<file path="config.mk">
export PLATFORM = sky130hd
export DESIGN_NAME = ex_muldiv
export DESIGN_NICKNAME = d
export VERILOG_FILES = /design/src/rtl/muldiv_pkg.sv /design/src/rtl/muldiv_step.sv /design/src/rtl/ex_muldiv.sv
export SDC_FILE = /design/constraint.sdc
export NUM_CORES = 1
export LEC_CHECK = 0
export ABC_CLOCK_PERIOD_IN_PS = 7000
export CAP_MARGIN = 20
export CORE_MARGIN = 4
export CORE_UTILIZATION = 40
export CTS_BUF_LIST = sky130_fd_sc_hd__clkbuf_4 sky130_fd_sc_hd__clkbuf_8
export DETAILED_ROUTE_END_ITERATION = 16
export SKIP_CTS_REPAIR_TIMING = 1
export SYNTH_ARGS = -nofsm -noshare
export SYNTH_HDL_FRONTEND = slang
export SYNTH_HIERARCHICAL = 1
export SYNTH_SLANG_ARGS = --single-unit
</file>
<file path="constraint.sdc">
create_clock -name clk_i -period 7 [get_ports clk_i]
set_input_delay 1.4 -clock clk_i [delete_from_list [all_inputs] [get_ports clk_i]]
set_output_delay 1.4 -clock clk_i [all_outputs]
set_load 0.005 [all_outputs]
</file>
<file path="src/rtl/muldiv_pkg.sv">
// -----------------------------------------------------------------------------
// muldiv_pkg
//   Shared definitions for the RV32M iterative multiply/divide unit:
//   FSM state type, M-extension funct7 match value, funct3 op encodings
//   and the default datapath width.
// -----------------------------------------------------------------------------
package muldiv_pkg;

    localparam int unsigned MULDIV_XLEN = 32;

    localparam logic [6:0] MULDIV_FUNCT7 = 7'b0000001;

    localparam logic [2:0] F3_MUL    = 3'd0;
    localparam logic [2:0] F3_MULH   = 3'd1;
    localparam logic [2:0] F3_MULHSU = 3'd2;
    localparam logic [2:0] F3_MULHU  = 3'd3;
    localparam logic [2:0] F3_DIV    = 3'd4;
    localparam logic [2:0] F3_DIVU   = 3'd5;
    localparam logic [2:0] F3_REM    = 3'd6;
    localparam logic [2:0] F3_REMU   = 3'd7;

    typedef enum logic [1:0] {
        IDLE = 2'd0,
        BUSY = 2'd1,
        DONE = 2'd2
    } muldiv_state_e;

endpackage

</file>
<file path="src/rtl/muldiv_step.sv">
// -----------------------------------------------------------------------------
// muldiv_step
//   One combinational radix-2 iteration on unsigned magnitudes.
//     is_div_i = 0 : shift-add multiply step. {hi,lo} is the running product,
//                    lo[0] is the current multiplier bit, opnd_i the
//                    multiplicand.
//     is_div_i = 1 : restoring divide step. hi is the partial remainder,
//                    lo shifts the dividend out at the top and collects
//                    quotient bits at the bottom, opnd_i is the divisor.
// Ports
//   is_div_i  in   select divide (1) or multiply (0) step
//   hi_i/lo_i in   current upper/lower working registers
//   opnd_i    in   multiplicand or divisor magnitude
//   hi_o/lo_o out  working registers after this step
// -----------------------------------------------------------------------------
module muldiv_step
    import muldiv_pkg::*;
#(
    parameter int unsigned XLEN = MULDIV_XLEN
) (
    input  logic            is_div_i,
    input  logic [XLEN-1:0] hi_i,
    input  logic [XLEN-1:0] lo_i,
    input  logic [XLEN-1:0] opnd_i,
    output logic [XLEN-1:0] hi_o,
    output logic [XLEN-1:0] lo_o
);

    logic [XLEN:0]   add_sum;
    logic [XLEN:0]   shifted;
    logic [XLEN-1:0] diff;
    logic            fits;

    always_comb begin
        add_sum = {1'b0, hi_i} + (lo_i[0] ? {1'b0, opnd_i} : '0);

        // 33-bit partial remainder; after a successful subtract the result
        // is below the divisor, so the low XLEN bits of the difference are exact.
        shifted = {hi_i, lo_i[XLEN-1]};
        fits    = (shifted >= {1'b0, opnd_i});
        diff    = shifted[XLEN-1:0] - opnd_i;

        if (is_div_i) begin
            hi_o = fits ? diff : shifted[XLEN-1:0];
            lo_o = {lo_i[XLEN-2:0], fits};
        end else begin
            hi_o = add_sum[XLEN:1];
            lo_o = {add_sum[0], lo_i[XLEN-1:1]};
        end
    end

endmodule

</file>
<file path="src/rtl/ex_muldiv.sv">
// -----------------------------------------------------------------------------
// ex_muldiv
//   Iterative RV32M multiply/divide unit in the EX stage. Accepts an M-op
//   from ID/EX, stalls the front of the pipeline while iterating
//   (32 radix-2 steps), then presents the result for one cycle.
//   Divide-by-zero and signed overflow complete without iterating.
// Ports
//   clk_i      in   clock, rising edge
//   rst_n_i    in   asynchronous active-low reset
//   req_i      in   ID/EX holds a valid R-type op
//   funct_i    in   {funct7, funct3}
//   RS1data_i  in   forwarded rs1 value
//   RS2data_i  in   forwarded rs2 value
//   RDaddr_i   in   destination register
//   flush_i    in   squash the op in flight
//   stall_o    out  hold PC, IF/ID and ID/EX
//   done_o     out  one-cycle pulse, result_o/RDaddr_o valid
//   result_o   out  result of the completed op (held until the next one)
//   RDaddr_o   out  destination of the completed op (held)
// -----------------------------------------------------------------------------
module ex_muldiv
    import muldiv_pkg::*;
#(
    parameter int unsigned XLEN = MULDIV_XLEN
) (
    input  logic            clk_i,
    input  logic            rst_n_i,
    input  logic            req_i,
    input  logic [9:0]      funct_i,
    input  logic [XLEN-1:0] RS1data_i,
    input  logic [XLEN-1:0] RS2data_i,
    input  logic [4:0]      RDaddr_i,
    input  logic            flush_i,
    output logic            stall_o,
    output logic            done_o,
    output logic [XLEN-1:0] result_o,
    output logic [4:0]      RDaddr_o
);

    localparam int unsigned   CNT_W   = $clog2(XLEN);
    localparam logic [CNT_W-1:0] CNT_LAST = CNT_W'(XLEN - 1);
    localparam logic [XLEN-1:0]  MIN_NEG  = {1'b1, {(XLEN-1){1'b0}}};

    muldiv_state_e    state_q;
    logic [CNT_W-1:0] count_q;
    logic [XLEN-1:0]  hi_q;
    logic [XLEN-1:0]  lo_q;
    logic [XLEN-1:0]  opnd_q;
    logic [2:0]       f3_q;
    logic             neg_q;   // negate product / quotient
    logic             rneg_q;  // negate remainder
    logic [4:0]       rd_q;
    logic [XLEN-1:0]  result_q;
    logic [4:0]       rdout_q;

    // Decode of the incoming op
    logic            is_m_op;
    logic            go;
    logic [2:0]      f3;
    logic            in_div;
    logic            a_signed;
    logic            b_signed;
    logic            a_neg;
    logic            b_neg;
    logic [XLEN-1:0] a_mag;
    logic [XLEN-1:0] b_mag;
    logic            div_zero;
    logic            div_ovf;
    logic [XLEN-1:0] special_res;

    always_comb begin
        f3       = funct_i[2:0];
        is_m_op  = (funct_i[9:3] == MULDIV_FUNCT7);
        go       = rst_n_i & req_i & is_m_op & ~flush_i & (state_q == IDLE);
        in_div   = f3[2];
        a_signed = (f3 != F3_MULHU) && (f3 != F3_DIVU) && (f3 != F3_REMU);
        b_signed = (f3 == F3_MUL) || (f3 == F3_MULH) || (f3 == F3_DIV) || (f3 == F3_REM);
        a_neg    = a_signed & RS1data_i[XLEN-1];
        b_neg    = b_signed & RS2data_i[XLEN-1];
        a_mag    = a_neg ? (~RS1data_i + 1'b1) : RS1data_i;
        b_mag    = b_neg ? (~RS2data_i + 1'b1) : RS2data_i;
        div_zero = in_div && (RS2data_i == '0);
        div_ovf  = ((f3 == F3_DIV) || (f3 == F3_REM)) &&
                   (RS1data_i == MIN_NEG) && (RS2data_i == '1);

        // f3[1] distinguishes REM/REMU from DIV/DIVU
        if (div_zero) begin
            special_res = f3[1] ? RS1data_i : '1;
        end else begin
            special_res = f3[1] ? '0 : MIN_NEG;
        end
    end

    // Iteration datapath
    logic [XLEN-1:0] st_hi;
    logic [XLEN-1:0] st_lo;

    muldiv_step #(
        .XLEN (XLEN)
    ) u_step (
        .is_div_i (f3_q[2]),
        .hi_i     (hi_q),
        .lo_i     (lo_q),
        .opnd_i   (opnd_q),
        .hi_o     (st_hi),
        .lo_o     (st_lo)
    );

    // Sign fix-up applied to the output of the final step
    logic [2*XLEN-1:0] prod_fix;
    logic [XLEN-1:0]   quot_fix;
    logic [XLEN-1:0]   rem_fix;
    logic [XLEN-1:0]   final_res;

    always_comb begin
        prod_fix = neg_q  ? (~{st_hi, st_lo} + 1'b1) : {st_hi, st_lo};
        quot_fix = neg_q  ? (~st_lo + 1'b1)          : st_lo;
        rem_fix  = rneg_q ? (~st_hi + 1'b1)          : st_hi;

        if (!f3_q[2]) begin
            final_res = (f3_q == F3_MUL) ? prod_fix[XLEN-1:0] : prod_fix[2*XLEN-1:XLEN];
        end else begin
            final_res = f3_q[1] ? rem_fix : quot_fix;
        end
    end

    always_ff @(posedge clk_i or negedge rst_n_i) begin
        if (!rst_n_i) begin
            state_q  <= IDLE;
            count_q  <= '0;
            hi_q     <= '0;
            lo_q     <= '0;
            opnd_q   <= '0;
            f3_q     <= '0;
            neg_q    <= 1'b0;
            rneg_q   <= 1'b0;
            rd_q     <= '0;
            result_q <= '0;
            rdout_q  <= '0;
        end else begin
            case (state_q)
                IDLE: begin
                    if (go) begin
                        f3_q    <= f3;
                        rd_q    <= RDaddr_i;
                        neg_q   <= a_neg ^ b_neg;
                        rneg_q  <= a_neg;
                        count_q <= '0;
                        hi_q    <= '0;
                        // Multiply iterates over the multiplier in lo;
                        // divide shifts the dividend out of lo.
                        lo_q    <= in_div ? a_mag : b_mag;
                        opnd_q  <= in_div ? b_mag : a_mag;
                        if (div_zero || div_ovf) begin
                            result_q <= special_res;
                            rdout_q  <= RDaddr_i;
                            state_q  <= DONE;
                        end else begin
                            state_q  <= BUSY;
                        end
                    end
                end
                BUSY: begin
                    if (flush_i) begin
                        state_q <= IDLE;
                        count_q <= '0;
                    end else begin
                        hi_q    <= st_hi;
                        lo_q    <= st_lo;
                        count_q <= count_q + 1'b1;
                        if (count_q == CNT_LAST) begin
                            result_q <= final_res;
                            rdout_q  <= rd_q;
                            state_q  <= DONE;
                        end
                    end
                end
                DONE: begin
                    state_q <= IDLE;
                end
                default: begin
                    state_q <= IDLE;
                end
            endcase
        end
    end

    always_comb begin
        stall_o  = go | ((state_q == BUSY) & ~flush_i);
        done_o   = (state_q == DONE) & ~flush_i;
        result_o = result_q;
        RDaddr_o = rdout_q;
    end

endmodule

</file>
==> results of run 1 <==
[layout by cell type (no fill, tap or decap), types with 11 or more instances in the layout]
master           count
buf_4               45
a211oi_1            13
a31oi_1             55
nand4_1             26
ha_1                71
nor3_1              45
nand2b_1            20
nor4_1              28
nand2_1            268
o41ai_1             22
a21oi_1            170
clkbuf_8            17
or4_1               31
nand3_1             68
o21a_1              18
xor2_1              75
o31ai_1             47
nor2b_1             12
a21o_1              32
or3_1               23
mux2_2              39
clkdlybuf4s50_1    119
o211ai_1            24
or2_2               11
and3_1              27
xnor2_1            109
inv_1               72
mux2i_1             33
and2_1              40
o21ai_0            157
dfrtp_1            148
nor2_1             196
[logic make-up after synthesis]
family,share of synthesized area (%)
xor gates and xnor gates,9.85
buffers and inverters,5.41
adders and majority gates,5.67
and+or+nand+nor,25.1
muxes,4.70
AOI/OAI and AO/OA,26.4
DFF,22.9
[cells in the mapped netlist (5+ instances only)]
master / instances / area [um^2]
a41oi_1: 7 / 61.3
o211ai_1: 24 / 180
o41ai_1: 22 / 193
xnor2_1: 109 / 955
o221ai_1: 10 / 87.6
buf_2: 16 / 80.1
o2111ai_1: 5 / 43.8
nand4_1: 26 / 163
ha_1: 71 / 888
nor3b_1: 8 / 60.1
a21o_1: 33 / 248
o21a_1: 18 / 135
a211o_1: 6 / 52.6
nand2b_1: 21 / 131
xor2_1: 75 / 657
inv_1: 73 / 274
a221o_1: 8 / 80.1
a221oi_1: 7 / 61.3
or4_1: 31 / 233
nor4_1: 28 / 175
nor2b_1: 13 / 81.3
nor3_1: 45 / 225
clkbuf_1: 118 / 443
o31ai_1: 47 / 353
a21oi_1: 170 / 851
nand3_1: 68 / 340
mux2i_1: 33 / 330
and2_1: 40 / 250
and3_1: 27 / 169
a211oi_1: 13 / 97.6
or3_1: 23 / 144
or2_2: 11 / 68.8
o22ai_1: 10 / 62.6
nand2_1: 268 / 1010
o311ai_0: 5 / 43.8
dfrtp_1: 150 / 3750
nand3b_1: 6 / 45.0
o21bai_1: 7 / 52.6
o31a_1: 7 / 61.3
or4_4: 5 / 56.3
a31oi_1: 55 / 344
buf_1: 12 / 45.0
nor2_1: 196 / 736
o21ai_0: 157 / 786
mux2_2: 39 / 439
[stage by stage]
stage,utilization (%),power (mW),area [um^2],worst slack (ns),std cells
floorplan,-,2.07,16400,2.07,2205
global placement,44.9,2.69,18000,1.01,2745
detailed placement,44.9,2.68,18000,0.910,2745
CTS,45.9,3.42,18400,0.906,2777
global route,45.9,3.62,18400,0.323,2778
finish,45.9,3.46,18400,0.698,2780
[worst paths after layout]
kind | start | end | slack [ns] | cells past startpoint
setup / recovery | hi_q[0] | result_o[20] | 0.70 | 18
hold / removal | rd_q[1] | rd_q[1] | 0.49 | 2
setup reg to reg | hi_q[0] | result_o[20] | 0.70 | 18
hold reg to reg | rd_q[1] | rd_q[1] | 0.49 | 2
max in group asynchronous | rst_n_i | f3_q[2] | 4.24 | 3
min in group asynchronous | rst_n_i | RDaddr_o[2] | 0.83 | 1
[worst register-to-register path, delay by kind of cell, from the launching register on]
family                     cells  cell delay [ns]
and+or+nand+nor                5             2.10
xor gates and xnor gates       1             0.13
DFF                            1             0.47
AOI/OAI and AO/OA             10             2.82
adders and majority gates      1             0.35
buffers and inverters          1             0.31
[power groups by stage]
stage / clock [mW] / combinational (mW) / sequential (mW)
final: 0.733 / 1.80 / 0.929
after CTS: 0.744 / 1.75 / 0.927
after floorplan: 0 / 1.15 / 0.921
after global placement: 0 / 1.74 / 0.944
after detailed placement: 0 / 1.74 / 0.945
after global routing: 0.778 / 1.91 / 0.932
[per-layer routing]
layer	part of all wire, %	routed length (um)
met4	5.2	3680
met5	0	0
met2	45	32000
met3	8.3	5900
met1	41	29400
[final cells by class]
type,instances,share of cell area (%)
Antenna cell,2,0.0272
Clock buffer,17,1.27
Clock inverter,15,0.965
Inverter,75,1.53
Multi-Input combinational cell,1829,63.8
Sequential cell,150,20.4
Tap cell,525,3.57
Timing Repair Buffer,167,8.45
[sequential cells by signal, summed over array words and instances, names as in the netlist]
signal and count:
RDaddr_o 5, count_q 5, f3_q 3, hi_q 32
lo_q 32, neg_q 1, opnd_q 32, rd_q 5
result_o 32, rneg_q 1, state_q 2
==> run summary, run 1 <==
status = finished clean
fraction of layout cells with a size suffix above 1 = 7.50%
RSZ-0062 raised after global routing = false
iteration-0 DRC count of the detailed router = 1815
family with the most delay on the worst path = compound AO/OA/AOI/OAI gates
CP Data Required Time = 7.38 ns
worst-margin pin slew = 1.22 ns
Mapped Nets = 2361
Fillers = 4158
VDD IR-drop max = 0.000124 V
CTS HTree Levels = 4
IO buf count = 121
Peak Freq = 0.159 GHz
worst-skew pair later-pin latency = 0.52 ns
period utilization = 90.0%
P_int = 1.78 mW
Max-Cap Viols = 0
CTS Buf Count = 17
Cell Chain, Critical Path = ha_1, nor2b_1, o31ai_1, a21oi_2, o2111ai_1, a21boi_2, o21ai_4, buf_4, nor2_1, a21oi_1, a21oi_1, nor4_1, nand4_1, or4_1, o21ai_0, xnor2_1, o21ai_0, a31oi_1
PwrDens = 188 nW/um^2
core area = 40100 um^2
grt met1 use = 40.9%
ys flop type = dfrtp_1
Initial DRT Pass Iterations = 6
Distinct cells, synth = 94
drt via density = 6.32
Die Ht = 210 um
total track usage = 31.3%
CP Capture Type = flop
Hold Slack = 0.490 ns
worst path arrival time = 6.68 ns
Clk pwr share = 21.2%
DR vias = 17.6k
area of the multi-input gates = 11700 um^2
gp weighted congestion = 1.01
register area share after synthesis = 22.9%
WL/cell = 25.5 um
GR peak layer = met2
initial antenna violation count = 1
vias in the first global route = 16.9k
CTS tree = yes
row count = 73
Fin. Hold Viols = 0
Synth Instances = 2205
Initial Utilization = 40.8%
DRT Wirelength = 71000 um
Min-Delay Path Class = flop to flop
Post-synth EDFFs = 0
Reg area = 3760 um^2
M3 GR Usage = 6.44%
WP buf/inv = 1
Avg Synthesized Cell Area = 7.42 um^2
Die Wd = 210 um
DIE AREA = 44200 um^2
Static Leak = 7.92 nW
Combinational Power Share = 51.9%
dpl hpwl = 55500 um
Final nets = 2396
YS warnings = 6
Clock Sinks = 150
async set-reset flop share out of synthesis = 100%
# DRC = 0
Worst-path clk slew = 0.12 ns
CP max-delay cell = nor4_1
Clock Tree Buf Depth = 2
Startpoint Class = flop
sw power = 1.67 mW
setup TNS after final layout = 0 ns
Ports = 122
root buf cell = clkbuf_8
Setup Skew = 0.0268 ns
overflow left after global routing = 0
mapped cell area = 16400 um^2
Rel. slew slack = 17.8%
Reg power frac = 26.9%
post-route ant nets = 0
Area Overhead vs Synth = 12.5%
Slew Viols, Final = 0
#FFs+latches synth = 150
Net Sw Frac = 48.4%
routing usage on met2 = 50.0%
Slowest Stage Delay on Critical Path = 0.87 ns
Finish-stage setup viols = 0
CP Class = flop to flop
first-pass GRT wire length = 107000 um
largest net degree at the start of global routing = 67
post-layout min period = 6.30 ns
CP max FO = 29
Note: power is estimated with default switching activity, not from simulation.
==> inputs of run 2 (changes only) <==
--- a/config.mk
+++ b/config.mk
@@ -11,6 +11,7 @@
 export CORE_UTILIZATION = 40
 export CTS_BUF_LIST = sky130_fd_sc_hd__clkbuf_4 sky130_fd_sc_hd__clkbuf_8
 export DETAILED_ROUTE_END_ITERATION = 16
+export GPL_TIMING_DRIVEN = 0
 export SKIP_CTS_REPAIR_TIMING = 1
 export SYNTH_ARGS = -nofsm -noshare
 export SYNTH_HDL_FRONTEND = slang
==> run 2 against run 1 <==
Non-clock buffer count grew 107. Clock skew is 0.0093 ns lower. Sequential share of layout area is 0.34 points lower. Die area did not move. Critical path type unchanged. Critical endpoint is now result_o[8].
==> run summary, run 2 (synthesis gave the netlist of run 1 again) <==
status = finished clean (unchanged)
Rel. slew slack = 25.5% (was 17.8%)
Ports = 122 (unchanged)
CTS Buf Count = 17 (unchanged)
Area Overhead vs Synth = 14.3% (was 12.5%)
iteration-0 DRC count of the detailed router = 2139 (was 1815)
Final Non-Filler Cells = 2887 (was 2780)
Max-Cap Viols = 0 (unchanged)
Finish-stage setup viols = 0 (unchanged)
Final nets = 2503 (was 2396)
metal1 wirelength = 33000 um (was 29400 um)
DIE AREA = 44200 um^2 (unchanged)
drt via density = 6.39 (was 6.32)
Worst-path clk slew = 0.10 ns (was 0.12 ns)
Die Ht = 210 um (unchanged)
CP Capture Type = flop (unchanged)
Peak Freq = 0.149 GHz (was 0.159 GHz)
post-route ant nets = 0 (unchanged)
first-pass GRT wire length = 118000 um (was 107000 um)
Initial DRT Pass Iterations = 8 (was 6)
IO buf count = 119 (was 121)
Clock Tree Buf Depth = 2 (unchanged)
Slew Viols, Final = 0 (unchanged)
largest net degree at the start of global routing = 60 (was 67)
overflow left after global routing = 0 (unchanged)
design area = 18700 um^2 (was 18400 um^2)
DR vias = 18.5k (was 17.6k)
VDD IR-drop max = 0.000124 V (about the same)
Initial Utilization = 40.8% (unchanged)
WL/cell = 27.8 um (was 25.5 um)
RSZ-0062 raised after global routing = false (unchanged)
root buf cell = clkbuf_8 (unchanged)
WL met3 = 8300 um (was 5900 um)
Clock Sinks = 150 (unchanged)
Min-Delay Path Class = flop to flop (unchanged)
period utilization = 96.1% (was 90.0%)
Static Leak = 7.96 nW (was 7.92 nW)
met2 WL = 35300 um (was 32000 um)
dpl hpwl = 65100 um (was 55500 um)
fraction of layout cells with a size suffix above 1 = 6.02% (was 7.50%)
CP Data Required Time = 7.36 ns (was 7.38 ns)
CP Class = flop to flop (unchanged)
Placement Cell Area = 18300 um^2 (was 18000 um^2)
initial antenna violation count = 4 (was 1)
worst path arrival time = 7.08 ns (was 6.68 ns)
post-layout min period = 6.72 ns (was 6.30 ns)
WP buf/inv = 6 (was 1)
worst-skew pair later-pin latency = 0.51 ns (was 0.52 ns)
worst-margin pin slew = 1.11 ns (was 1.22 ns)
CTS tree = yes (unchanged)
Setup Skew = 0.0176 ns (was 0.0268 ns)
Cell Chain, Critical Path = inv_1, ha_1, buf_2, a21oi_1, and2b_1, nand4_1, o2111ai_1, a21boi_2, o21ai_4, buf_4, buf_4, a21oi_1, inv_1, ha_1, or3b_2, nor2_1, nand4_1, clkbuf_1, o21ai_0, xnor2_1, o21ai_0, a31oi_1 (was ha_1, nor2b_1, o31ai_1, a21oi_2, o2111ai_1, a21boi_2, o21ai_4, buf_4, nor2_1, a21oi_1, a21oi_1, nor4_1, nand4_1, or4_1, o21ai_0, xnor2_1, o21ai_0, a31oi_1)
total track usage = 35.4% (was 31.3%)
vias in the first global route = 17.6k (was 16.9k)
core area = 40100 um^2 (unchanged)
Fin. Hold Viols = 0 (unchanged)
top layer in use = met5 (was met4)
Die Wd = 210 um (unchanged)
family with the most delay on the worst path = compound AO/OA/AOI/OAI gates (unchanged)
DRT Wirelength = 80300 um (was 71000 um)
dpl cells = 2853 (was 2745)
Slowest Stage Delay on Critical Path = 0.66 ns (was 0.87 ns)
Hold Slack = 0.482 ns (was 0.490 ns)
commonest non-fill, non-tap cell in the layout = nand2_1 (unchanged)
gp weighted congestion = 1.03 (was 1.01)
CP max-delay cell = o21ai_0 (was nor4_1)
PwrDens = 192 nW/um^2 (was 188 nW/um^2)
Startpoint Class = flop (unchanged)
most frequent cells in the layout = 268 x nand2_1, 196 x nor2_1, 170 x a21oi_1 (unchanged)
row count = 73 (unchanged)
# DRC = 0 (unchanged)
CTS HTree Levels = 4 (unchanged)
CP max FO = 10 (was 29)
[run 2: changes by cell type in the layout (fill, tap and decap cells not counted), moves of 2 or more]
cell	previous run	this run
clkbuf_1	0	118
buf_4	45	4
buf_2	1	18
buf_1	0	12
inv_8	7	1
clkinv_8	4	0
bufinv_16	0	3
buf_16	0	2
clkbuf_4	0	2
clkinv_2	0	2
clkinvlp_4	1	3
dfrtp_1	148	150
[run 2: stage by stage]
step	setup WS (ns)	power [mW]	utilization (%)	setup TNS, ns
after floorplan	2.07	2.07	-	0
after global placement	-4.45	2.75	45.4	-616.93
after detailed placement	0.525	2.75	45.6	0
after CTS	0.459	3.51	46.6	0
after global routing	0.0431	3.71	46.6	0
final	0.275	3.59	46.6	0
[run 2: final cells by class]
cell class,count,area [um^2]
Sequential cell,150,3750
Buffer,151,603
Tap cell,525,657
Antenna cell,2,5.00
Inverter,75,282
Fill cell,4138,21400
Multi-Input combinational cell,1829,11700
Clock buffer,19,249
Clock inverter,13,169
Timing Repair Buffer,123,1260
[run 2: worst paths after layout]
check | from | end | slack (ns) | depth (start not counted)
max reg2reg | opnd_q[12] | result_o[8] | 0.28 | 22
min in group asynchronous | rst_n_i | RDaddr_o[2] | 0.78 | 1
max | opnd_q[12] | result_o[8] | 0.28 | 22
min reg2reg | rd_q[3] | rd_q[3] | 0.48 | 2
min | rd_q[3] | rd_q[3] | 0.48 | 2
max in group asynchronous | rst_n_i | opnd_q[4] | 5.25 | 3
[run 2: worst min-delay path: stages (launching register included)]
cell	delay [ns]
dfrtp_1	0.35
nand2_1	0.05
nand2_1	0.05
[run 2: per-layer routing]
metal,track usage (%),vias up
met3,8.81,198
met1,47.7,8927
li1,-,8324
met5,0,-
met4,14.6,4
met2,54.6,1009
[run 2: power by group]
| group | internal, mW | total, mW | switching (mW) | leakage [nW] |
|---|---|---|---|---|
| logic | 0.602 | 1.91 | 1.31 | 5.69 |
| clock network | 0.365 | 0.757 | 0.392 | 0.206 |
| registers | 0.891 | 0.919 | 0.0283 | 2.06 |
| total | 1.86 | 3.59 | 1.73 | 7.96 |
